$ cat config.mk
export PLATFORM = sky130hd
export DESIGN_NAME = pc_fetch_control_flat
export DESIGN_NICKNAME = d
export VERILOG_FILES = /design/src/rtl/pc_fetch_control_if.sv /design/src/rtl/pc_fetch_control.sv /design/src/flat_wrapper.sv
export SDC_FILE = /design/constraint.sdc
export NUM_CORES = 1
export LEC_CHECK = 0
export BUFFER_PORTS_ARGS = -buffer_cell sky130_fd_sc_hd__clkbuf_2
export CAP_MARGIN = 20
export CORE_UTILIZATION = 30
export CTS_BUF_LIST = sky130_fd_sc_hd__clkbuf_2
export DETAILED_ROUTE_END_ITERATION = 7
export GPL_ROUTABILITY_DRIVEN = 0
export PLACE_DENSITY_LB_ADDON = 0.05
export SLEW_MARGIN = 10
export SYNTH_ARGS = -nofsm -noshare
export SYNTH_HDL_FRONTEND = slang
export SYNTH_SLANG_ARGS = --single-unit
$ cat constraint.sdc
create_clock -name Clk -period 6.71 [get_ports Clk]
set_clock_uncertainty 0.2 [all_clocks]
set_input_delay 1.342 -clock Clk [delete_from_list [all_inputs] [get_ports Clk]]
set_output_delay 1.342 -clock Clk [all_outputs]
set_load 0.05 [all_outputs]
$ cat src/rtl/pc_fetch_control_if.sv
// Fetch-control bus between the IF-stage PC logic and its surroundings
// (PC adder, instruction memory, hazard unit, branch/jump resolution).
interface pc_fetch_control_if;
  logic [31:0] PCAddResult;
  logic        BranchTaken;
  logic [31:0] BranchTarget;
  logic        JumpReg;
  logic [31:0] JRTarget;
  logic        Jump;
  logic [31:0] JumpTarget;
  logic        Stall;
  logic        FetchReady;
  logic [31:0] PCResult;
  logic        FetchValid;
  logic        Flush;
  logic        AlignFault;
  logic [31:0] BadAddr;

  modport master (
    input  PCAddResult, BranchTaken, BranchTarget, JumpReg, JRTarget,
           Jump, JumpTarget, Stall, FetchReady,
    output PCResult, FetchValid, Flush, AlignFault, BadAddr
  );

  modport slave (
    output PCAddResult, BranchTaken, BranchTarget, JumpReg, JRTarget,
           Jump, JumpTarget, Stall, FetchReady,
    input  PCResult, FetchValid, Flush, AlignFault, BadAddr
  );
endinterface

$ cat src/rtl/pc_fetch_control.sv
// IF-stage program counter: sequential advance, prioritised redirects,
// stall-deferred redirects and misaligned-target trapping.
module pc_fetch_control #(
  parameter logic [31:0] RESET_VECTOR = 32'h0000_0000,
  parameter logic [31:0] EXC_VECTOR   = 32'h8000_0180
) (
  input  logic                 Clk,
  input  logic                 Reset,
  pc_fetch_control_if.master   bus
);

  typedef enum logic [1:0] {BOOT, RUN, PEND} state_t;

  state_t      state_q, state_d;
  logic [31:0] pc_q, pc_d;
  logic        fetch_valid_q, fetch_valid_d;
  logic        flush_q, flush_d;
  logic        align_fault_q, align_fault_d;
  logic [31:0] bad_addr_q, bad_addr_d;
  logic [31:0] pend_tgt_q, pend_tgt_d;
  logic        pend_vld_q, pend_vld_d;

  logic        redirect;
  logic [31:0] redirect_tgt;
  logic        load_en;
  logic [31:0] load_tgt;

  // Older instruction wins: EX branch over ID jr over ID j/jal.
  function automatic logic [31:0] select_target(
    input logic        bt,
    input logic [31:0] bt_tgt,
    input logic        jr,
    input logic [31:0] jr_tgt,
    input logic [31:0] j_tgt
  );
    if (bt)      return bt_tgt;
    else if (jr) return jr_tgt;
    else         return j_tgt;
  endfunction

  function automatic logic misaligned(input logic [31:0] addr);
    return (addr[1:0] != 2'b00);
  endfunction

  always_comb begin
    redirect     = bus.BranchTaken | bus.JumpReg | bus.Jump;
    redirect_tgt = select_target(bus.BranchTaken, bus.BranchTarget,
                                 bus.JumpReg, bus.JRTarget, bus.JumpTarget);
  end

  always_comb begin
    state_d       = state_q;
    pc_d          = pc_q;
    fetch_valid_d = fetch_valid_q;
    flush_d       = 1'b0;
    align_fault_d = 1'b0;
    bad_addr_d    = bad_addr_q;
    pend_tgt_d    = pend_tgt_q;
    pend_vld_d    = pend_vld_q;
    load_en       = 1'b0;
    load_tgt      = redirect_tgt;

    unique case (state_q)
      BOOT: begin
        state_d       = RUN;
        fetch_valid_d = 1'b1;
      end
      RUN: begin
        if (redirect && !bus.Stall) begin
          load_en = 1'b1;
        end else if (redirect) begin
          pend_tgt_d = redirect_tgt;
          pend_vld_d = 1'b1;
          state_d    = PEND;
        end else if (fetch_valid_q && bus.FetchReady && !bus.Stall) begin
          pc_d = bus.PCAddResult;
        end
      end
      PEND: begin
        if (bus.Stall) begin
          if (redirect) pend_tgt_d = redirect_tgt;
        end else begin
          load_en    = 1'b1;
          load_tgt   = redirect ? redirect_tgt : pend_tgt_q;
          pend_vld_d = 1'b0;
          state_d    = RUN;
        end
      end
      default: state_d = BOOT;
    endcase

    // Alignment is only judged when a target actually enters the PC.
    if (load_en) begin
      flush_d = 1'b1;
      if (misaligned(load_tgt)) begin
        pc_d          = EXC_VECTOR;
        bad_addr_d    = load_tgt;
        align_fault_d = 1'b1;
      end else begin
        pc_d = load_tgt;
      end
    end
  end

  always_ff @(posedge Clk or negedge Reset) begin
    if (!Reset) begin
      state_q       <= BOOT;
      pc_q          <= RESET_VECTOR;
      fetch_valid_q <= 1'b0;
      flush_q       <= 1'b0;
      align_fault_q <= 1'b0;
      bad_addr_q    <= 32'h0;
      pend_tgt_q    <= 32'h0;
      pend_vld_q    <= 1'b0;
    end else begin
      state_q       <= state_d;
      pc_q          <= pc_d;
      fetch_valid_q <= fetch_valid_d;
      flush_q       <= flush_d;
      align_fault_q <= align_fault_d;
      bad_addr_q    <= bad_addr_d;
      pend_tgt_q    <= pend_tgt_d;
      pend_vld_q    <= pend_vld_d;
    end
  end

  assign bus.PCResult   = pc_q;
  assign bus.FetchValid = fetch_valid_q;
  assign bus.Flush      = flush_q;
  assign bus.AlignFault = align_fault_q;
  assign bus.BadAddr    = bad_addr_q;

endmodule
$ cat src/flat_wrapper.sv
// flat-port wrapper written by rule: the top's interface ports become plain ports
module pc_fetch_control_flat 
#(
  parameter logic [31:0] RESET_VECTOR = 32'h0000_0000,
  parameter logic [31:0] EXC_VECTOR   = 32'h8000_0180
)
  (Clk, Reset, bus_PCAddResult, bus_BranchTaken, bus_BranchTarget, bus_JumpReg, bus_JRTarget, bus_Jump, bus_JumpTarget, bus_Stall, bus_FetchReady, bus_PCResult, bus_FetchValid, bus_Flush, bus_AlignFault, bus_BadAddr);
  pc_fetch_control_if bus_i ();
  input  logic Clk;
  input  logic Reset;
  input wire logic [$bits(bus_i.PCAddResult)-1:0] bus_PCAddResult;
  input wire logic [$bits(bus_i.BranchTaken)-1:0] bus_BranchTaken;
  input wire logic [$bits(bus_i.BranchTarget)-1:0] bus_BranchTarget;
  input wire logic [$bits(bus_i.JumpReg)-1:0] bus_JumpReg;
  input wire logic [$bits(bus_i.JRTarget)-1:0] bus_JRTarget;
  input wire logic [$bits(bus_i.Jump)-1:0] bus_Jump;
  input wire logic [$bits(bus_i.JumpTarget)-1:0] bus_JumpTarget;
  input wire logic [$bits(bus_i.Stall)-1:0] bus_Stall;
  input wire logic [$bits(bus_i.FetchReady)-1:0] bus_FetchReady;
  output wire logic [$bits(bus_i.PCResult)-1:0] bus_PCResult;
  output wire logic [$bits(bus_i.FetchValid)-1:0] bus_FetchValid;
  output wire logic [$bits(bus_i.Flush)-1:0] bus_Flush;
  output wire logic [$bits(bus_i.AlignFault)-1:0] bus_AlignFault;
  output wire logic [$bits(bus_i.BadAddr)-1:0] bus_BadAddr;
  assign bus_i.PCAddResult = bus_PCAddResult;
  assign bus_i.BranchTaken = bus_BranchTaken;
  assign bus_i.BranchTarget = bus_BranchTarget;
  assign bus_i.JumpReg = bus_JumpReg;
  assign bus_i.JRTarget = bus_JRTarget;
  assign bus_i.Jump = bus_Jump;
  assign bus_i.JumpTarget = bus_JumpTarget;
  assign bus_i.Stall = bus_Stall;
  assign bus_i.FetchReady = bus_FetchReady;
  assign bus_PCResult = bus_i.PCResult;
  assign bus_FetchValid = bus_i.FetchValid;
  assign bus_Flush = bus_i.Flush;
  assign bus_AlignFault = bus_i.AlignFault;
  assign bus_BadAddr = bus_i.BadAddr;
  pc_fetch_control #(.RESET_VECTOR(RESET_VECTOR), .EXC_VECTOR(EXC_VECTOR)) u_core (.Clk(Clk), .Reset(Reset), .bus(bus_i));
endmodule
==> reports/results.ini, run 1 <==
[drt]
viasPerCell=4.74
wl_per_cell_um=16.2
drtIter0Drc=135
ant_nets=0
route.detailed.drc=0
dr_total_vias=4164
first_pass_iters=4
finalWirelength_mm=14.2

[power_and_ir_drop]
ir_worst_vdd_uv=147
powerDensity_nw_per_um2=411
leakagePower_nw=3.09

[setup_path]
path_cells=clkbuf_2 > buf_4 > nor4_1 > and2_2 > buf_4 > o311ai_4 > buf_4 > o21ai_0
cp_slowest_cell=o311ai_4
r2r_start=u_core.state_q[0]
worstPathArrival_ns=4.10
reg2reg_depth=7
critPathKind=input port to flip-flop
worstReg2RegEnd=u_core.bus.BadAddr[5]
critical_path.max_fanout=67
start_kind=input port
rrSetupSlack_ns=3.39
crit_path_frequent_cell=buf_4
slowest_delay_ns=0.86
critPathRequiredTime_ns=6.96
endpoint_kind=flip-flop

[synthesis]
async_flop_share_pct=100
synth_flop_cell=dfrtp_1
synth_edf_count=0
yosysSeqAreaShare_pct=48.5
syn_inst=467
synth_area_um2=5210
synth_warnings=0
synth_nets=607
syn_area_per_cell_um2=11.2
synth-seq-cells=101
ys_types=37

[sta]
hold_viol_final=0
worst_pin_slew_ns=0.939
setup_slack_ns=2.86
drv_slew=0
finalCriticalPeriod_ns=3.85
fin_crit_sh_pct=57.4
fmax_ghz=0.260
fin_tns_setup_ns=0
rsz0062_at_grt=false
slew_headroom_pct=37.4
setup_viol=0

[cts]
clkLatencyLatePin_ns=0.56
clk_pin_slew_ns=0.22
post-cts-setup-buffer-count=0
root_buffer=clkbuf_2
cts_resized=0
h-tree-depth=3
cts_buffers=9
ctsLongestPathBuffers=2
cts_tree=built
cts_hold_buffers=0
cts_sinks=101

[die]
ios=202
dieArea_um2=17900
die_w_um=134
initial_core_util_pct=31.1
core-area_um2=16800
rows=47
die_h_um=134

[job]
maxCapViolations=0

[run_status]
status=completed

[finish]
nFillCells=1707
fin_cells=878
nets=792
drive_above_1_share_pct=42.5
area_growth_pct=24.1

[global_routing]
grt_use_total_pct=16.4
grt_pass1_vias=4230
grt_max_degree=73
antenna_found_initial=1
globalRouteOverflowTotal=0
grt_pass1_wl_mm=22.6

[placement]
dp_slack_ns=2.18
dp_hpwl_mm=10.1
place_inst=860
portBuffers=201

[worst_hold_path]
hp-class=flip-flop to flip-flop
hold_depth=2
min_to=u_core.bus.BadAddr[6]
min-delay-start=u_core.bus.BadAddr[6]

[routing by layer]
metal	GRT usage (%)	part of all wire (%)	vias to the layer above
met3	4.42	5.6	6
met2	27.4	48	124
met1	21.4	45	1996
met4	3.22	0.75	0
li1	-	-	2038
met5	0	0	-
[synth_stat cells, types with 2 or more instances]
| cell type | instances | share of area [%] |
|---|---|---|
| a22oi_1 | 3 | 0.43 |
| o211ai_1 | 2 | 0.29 |
| nor3_1 | 2 | 0.19 |
| inv_1 | 4 | 0.29 |
| clkbuf_1 | 13 | 0.94 |
| a21o_1 | 3 | 0.43 |
| ha_1 | 5 | 1.2 |
| mux2i_1 | 96 | 18 |
| buf_6 | 3 | 0.65 |
| or3_1 | 2 | 0.24 |
| nand2_1 | 64 | 4.6 |
| nor2_1 | 5 | 0.36 |
| o22ai_2 | 18 | 4.3 |
| o21ai_0 | 65 | 6.2 |
| clkbuf_4 | 2 | 0.29 |
| a21oi_1 | 4 | 0.38 |
| mux2_2 | 32 | 6.9 |
| buf_1 | 2 | 0.14 |
| buf_2 | 12 | 1.2 |
| o22ai_1 | 9 | 1.1 |
| dfrtp_1 | 101 | 48 |
| buf_4 | 5 | 0.72 |
[final cells by class]
type	count	area, um2	share of cell area, %
repair buffers	211	1100	16.9
flip-flops and latches	101	2530	39.1
well taps	220	275	4.25
clock buffers	12	60.1	0.928
inverters	4	15.0	0.232
clock inverters	4	15.0	0.232
multi-input cells	325	2480	38.3
diodes	1	2.50	0.0387
[where the power goes]
| part | internal, W | total, W | switching [W] |
|---|---|---|---|
| clock | 0.0000489 | 0.000244 | 0.000195 |
| combinational | 0.000430 | 0.00140 | 0.000970 |
| sequential | 0.000865 | 0.00101 | 0.000149 |
| total | 0.00134 | 0.00266 | 0.00131 |
[through the flow]
stage | instance area, um2 | hold slack [ns] | util [%] | total power (W)
global route | 6470 | 0.353 | 38.6 | 0.00285
global placement | 6370 | 0.262 | 38.0 | 0.00243
floorplan | 5210 | 0.279 | - | 0.00207
finish | 6470 | 0.318 | 38.6 | 0.00266
detailed placement | 6370 | 0.274 | 38.0 | 0.00245
CTS | 6450 | 0.322 | 38.5 | 0.00270
[state kept, by name, summed over array words and instances, names as in the netlist]
| name | flops |
|---|---|
| u_core.bus.Flush | 1 |
| u_core.state_q | 2 |
| u_core.pend_tgt_q | 32 |
| u_core.bus.BadAddr | 32 |
| u_core.bus.AlignFault | 1 |
| u_core.bus.FetchValid | 1 |
| u_core.bus.PCResult | 32 |
[worst max-delay path: cells and delay by family]
| family | cells | cell delay, ns |
|---|---|---|
| AO/OA/AOI/OAI | 2 | 1.01 |
| AND/OR/NAND/NOR | 2 | 0.39 |
| buffers and inverters | 4 | 1.32 |
[worst max-delay path by stage]
stage / cells past startpoint / start / slack (ns) / to
after global routing: 8 / bus_BranchTaken / 2.61 / u_core.bus.BadAddr[13]
after floorplan: 7 / bus_Stall / 3.61 / u_core.bus.PCResult[10]
after CTS: 8 / bus_BranchTaken / 2.86 / u_core.bus.BadAddr[5]
after detailed placement: 8 / bus_BranchTaken / 2.18 / u_core.bus.BadAddr[5]
final: 8 / bus_BranchTaken / 2.86 / u_core.bus.BadAddr[5]
after global placement: 8 / bus_BranchTaken / 2.25 / u_core.bus.BadAddr[3]
[layout by cell type (no fill, tap or decap), types with 2 or more instances in the layout]
cell type  Yosys  layout
clkinv_1       0       5
or3_1          2       2
mux2i_1       96      96
clkbuf_2       0     212
nor2_1         5       5
dfrtp_1      101     101
o22ai_1        9       9
o21ai_0       65      65
mux2_2        32      32
o211ai_1       2       2
o22ai_2       18      18
buf_4          5      10
nand2_1       64      64
nor3_1         2       2
ha_1           5       5
inv_1          4       3
a21oi_1        4       4
a22oi_1        3       3
a21o_1         3       3
[logic make-up (layout without fill, tap and decap cells)]
group | count (synthesis) | count (layout) | share of synthesized area, %
buf+inv | 41 | 231 | 4.18
fa+ha+maj | 5 | 5 | 1.20
flops | 101 | 101 | 48.5
mux | 128 | 128 | 25.3
simple gates | 81 | 81 | 6.48
compound gates | 111 | 111 | 14.3
other cells | 0 | 1 | 0
Power figures use the tool's default switching activity.
==> run 2, diff against run 1 <==
Clock period 6.71 ns to 3.79 ns, I/O delays scaled along.
==> run 2 against run 1 <==
Against the previous run:
- hold slack got worse by 0.30 ns
- first-iteration DRC count grew 38%
- clock power grew 130%
- die area is the same
- routed wire length rose by 0.58%
- critical path depth is 1 lower
- cell area rose by 1.7%
- combinational power rose by 79%
- critical path type is now flip-flop to flip-flop
- largest cell class unchanged
==> reports/results.ini, run 2 (same netlist as run 1, synthesis figures left out) <==
[run_status]
status=completed

[global_routing]
grt_pass1_vias=4324  ; +2.2%
antenna_found_initial=1  ; unchanged
grt_pass1_wl_mm=22.7  ; +0.24%
grt_use_total_pct=16.5  ; +0.023 points
grt_max_degree=69  ; -5.5%
globalRouteOverflowTotal=0  ; unchanged

[setup_path]
worstReg2RegEnd=u_core.bus.PCResult[24]
critPathRequiredTime_ns=4.13  ; -2.83 ns
start_kind=flip-flop
cp_slowest_cell=dfrtp_1
path_cells=inv_1 > ha_1 > and2_2 > or3_1 > a21o_1 > buf_12 > o22ai_2
rrSetupSlack_ns=1.09  ; -2.30 ns
crit_buf_inv=2  ; -2
crit_end=u_core.bus.PCResult[24]
crit_family=simple AND/OR/NAND/NOR gates
endpoint_kind=flip-flop
crit_start=u_core.state_q[0]
critPathKind=flip-flop to flip-flop
worstPathArrival_ns=3.04  ; -1.06 ns
slowest_delay_ns=0.51  ; -0.35 ns
critical_path.max_fanout=18  ; -73%
r2r_start=u_core.state_q[0]
path_depth=7  ; -1
reg2reg_depth=7  ; unchanged

[sta]
fin_hold_ws_ns=0.0223  ; -0.296 ns
drv_slew=0  ; unchanged
hold_viol_final=0  ; unchanged
slew_headroom_pct=41.0  ; +3.6 points
fin_crit_sh_pct=71.3
fin_tns_setup_ns=0  ; unchanged
finalCriticalPeriod_ns=2.70
rsz0062_at_grt=false
setup_viol=0  ; unchanged
worst_pin_slew_ns=0.885  ; -0.0546 ns
fmax_ghz=0.370

[cts]
clk_pin_slew_ns=0.25  ; +0.03 ns
cts_hold_buffers=0  ; unchanged
cts_buffers=9  ; unchanged
post-cts-setup-buffer-count=0  ; unchanged
cts_resized=0  ; unchanged
h-tree-depth=3  ; unchanged
root_buffer=clkbuf_2
ctsLongestPathBuffers=2  ; unchanged
cts_sinks=101  ; unchanged
clkLatencyLatePin_ns=0.60  ; +0.04 ns
cts_tree=built

[worst_hold_path]
hp-class=input port to async pin

[die]
core-area_um2=16800  ; unchanged
initial_core_util_pct=31.1  ; unchanged
die_w_um=134  ; unchanged
dieArea_um2=17900  ; unchanged
rows=47  ; unchanged
ios=202  ; unchanged
die_h_um=134  ; unchanged

[drt]
viasPerCell=4.74  ; -0.11%
ant_nets=0  ; unchanged
wl_per_cell_um=16.2  ; -0.11%
drtIter0Drc=186  ; +38%
finalWirelength_mm=14.3  ; +0.58%
first_pass_iters=4  ; unchanged
route.detailed.drc=0  ; unchanged
dr_total_vias=4188  ; +0.58%

[power_and_ir_drop]
switchingPower_w=0.00234  ; +78%
powerDensity_nw_per_um2=739  ; +80%
ir_worst_vdd_uv=280  ; +90%
pwr-share-comb_pct=51.4  ; -1.3 points
leakagePower_nw=3.15  ; +1.9%
finalPower_w=0.00486  ; +83%
pwr-share-clk_pct=11.8  ; +2.6 points
internal-power_w=0.00252  ; +88%
p_sw_share_pct=48.1  ; -1.3 points
seqPwrFrac_pct=36.8  ; -1.4 points

[job]
maxCapViolations=0  ; unchanged

[finish]
nets=798  ; +0.76%
area_growth_pct=26.3
final_common_cell=clkbuf_2
drive_above_1_share_pct=43.3  ; +0.82 points
final_cell_mix=clkbuf_2 (210), dfrtp_1 (101), mux2i_1 (96)

[placement]
portBuffers=201  ; unchanged
dp_hpwl_mm=10.5  ; +4.7%

run 2: area by class of cell:
| cell class | instances | area [um2] |
|---|---|---|
| antenna | 1 | 2.50 |
| clock buffer | 10 | 50.0 |
| clock inverter | 6 | 77.6 |
| fill | 1720 | 10200 |
| inverter | 4 | 15.0 |
| multi-input combinational | 325 | 2480 |
| sequential | 101 | 2530 |
| tap | 220 | 275 |
| timing repair buffer | 217 | 1150 |
run 2: worst min path at each step:
| stage | from | endpoint | slack, ns | cells past startpoint |
|---|---|---|---|---|
| after global routing | Reset | u_core.bus.BadAddr[3] | 0.02 | 1 |
| final | Reset | u_core.pend_tgt_q[3] | 0.02 | 1 |
| after global placement | u_core.bus.BadAddr[23] | u_core.bus.BadAddr[23] | 0.27 | 2 |
| after floorplan | Reset | u_core.bus.AlignFault | 0.26 | 0 |
| after CTS | Reset | u_core.bus.PCResult[9] | 0.03 | 1 |
| after detailed placement | u_core.bus.BadAddr[16] | u_core.bus.BadAddr[16] | 0.27 | 2 |
run 2: power groups by stage:
stage	registers [W]	clock network (W)	logic (W)
global placement	0.00182	0	0.00250
CTS	0.00179	0.000600	0.00253
floorplan	0.00271	0	0.000951
global route	0.00185	0.000635	0.00270
finish	0.00179	0.000572	0.00250
detailed placement	0.00182	0	0.00253
run 2: metrics by stage:
step / worst slack, ns / utilization [%] / area [um2] / cells
floorplan: 1.28 / - / 5210 / 467
global placement: 0.682 / 38.5 / 6450 / 867
detailed placement: 0.566 / 38.5 / 6450 / 867
CTS: 1.07 / 39.3 / 6580 / 883
global route: 0.912 / 39.3 / 6580 / 884
finish: 1.09 / 39.3 / 6580 / 884
run 2: metal layers:
layer,global-route usage (%),share of wire [%],vias to the layer above
met5,0,0,-
met4,4.55,1.5,0
met3,4.65,6.1,17
met2,27.6,48,130
met1,20.7,45,1990
li1,-,-,2051
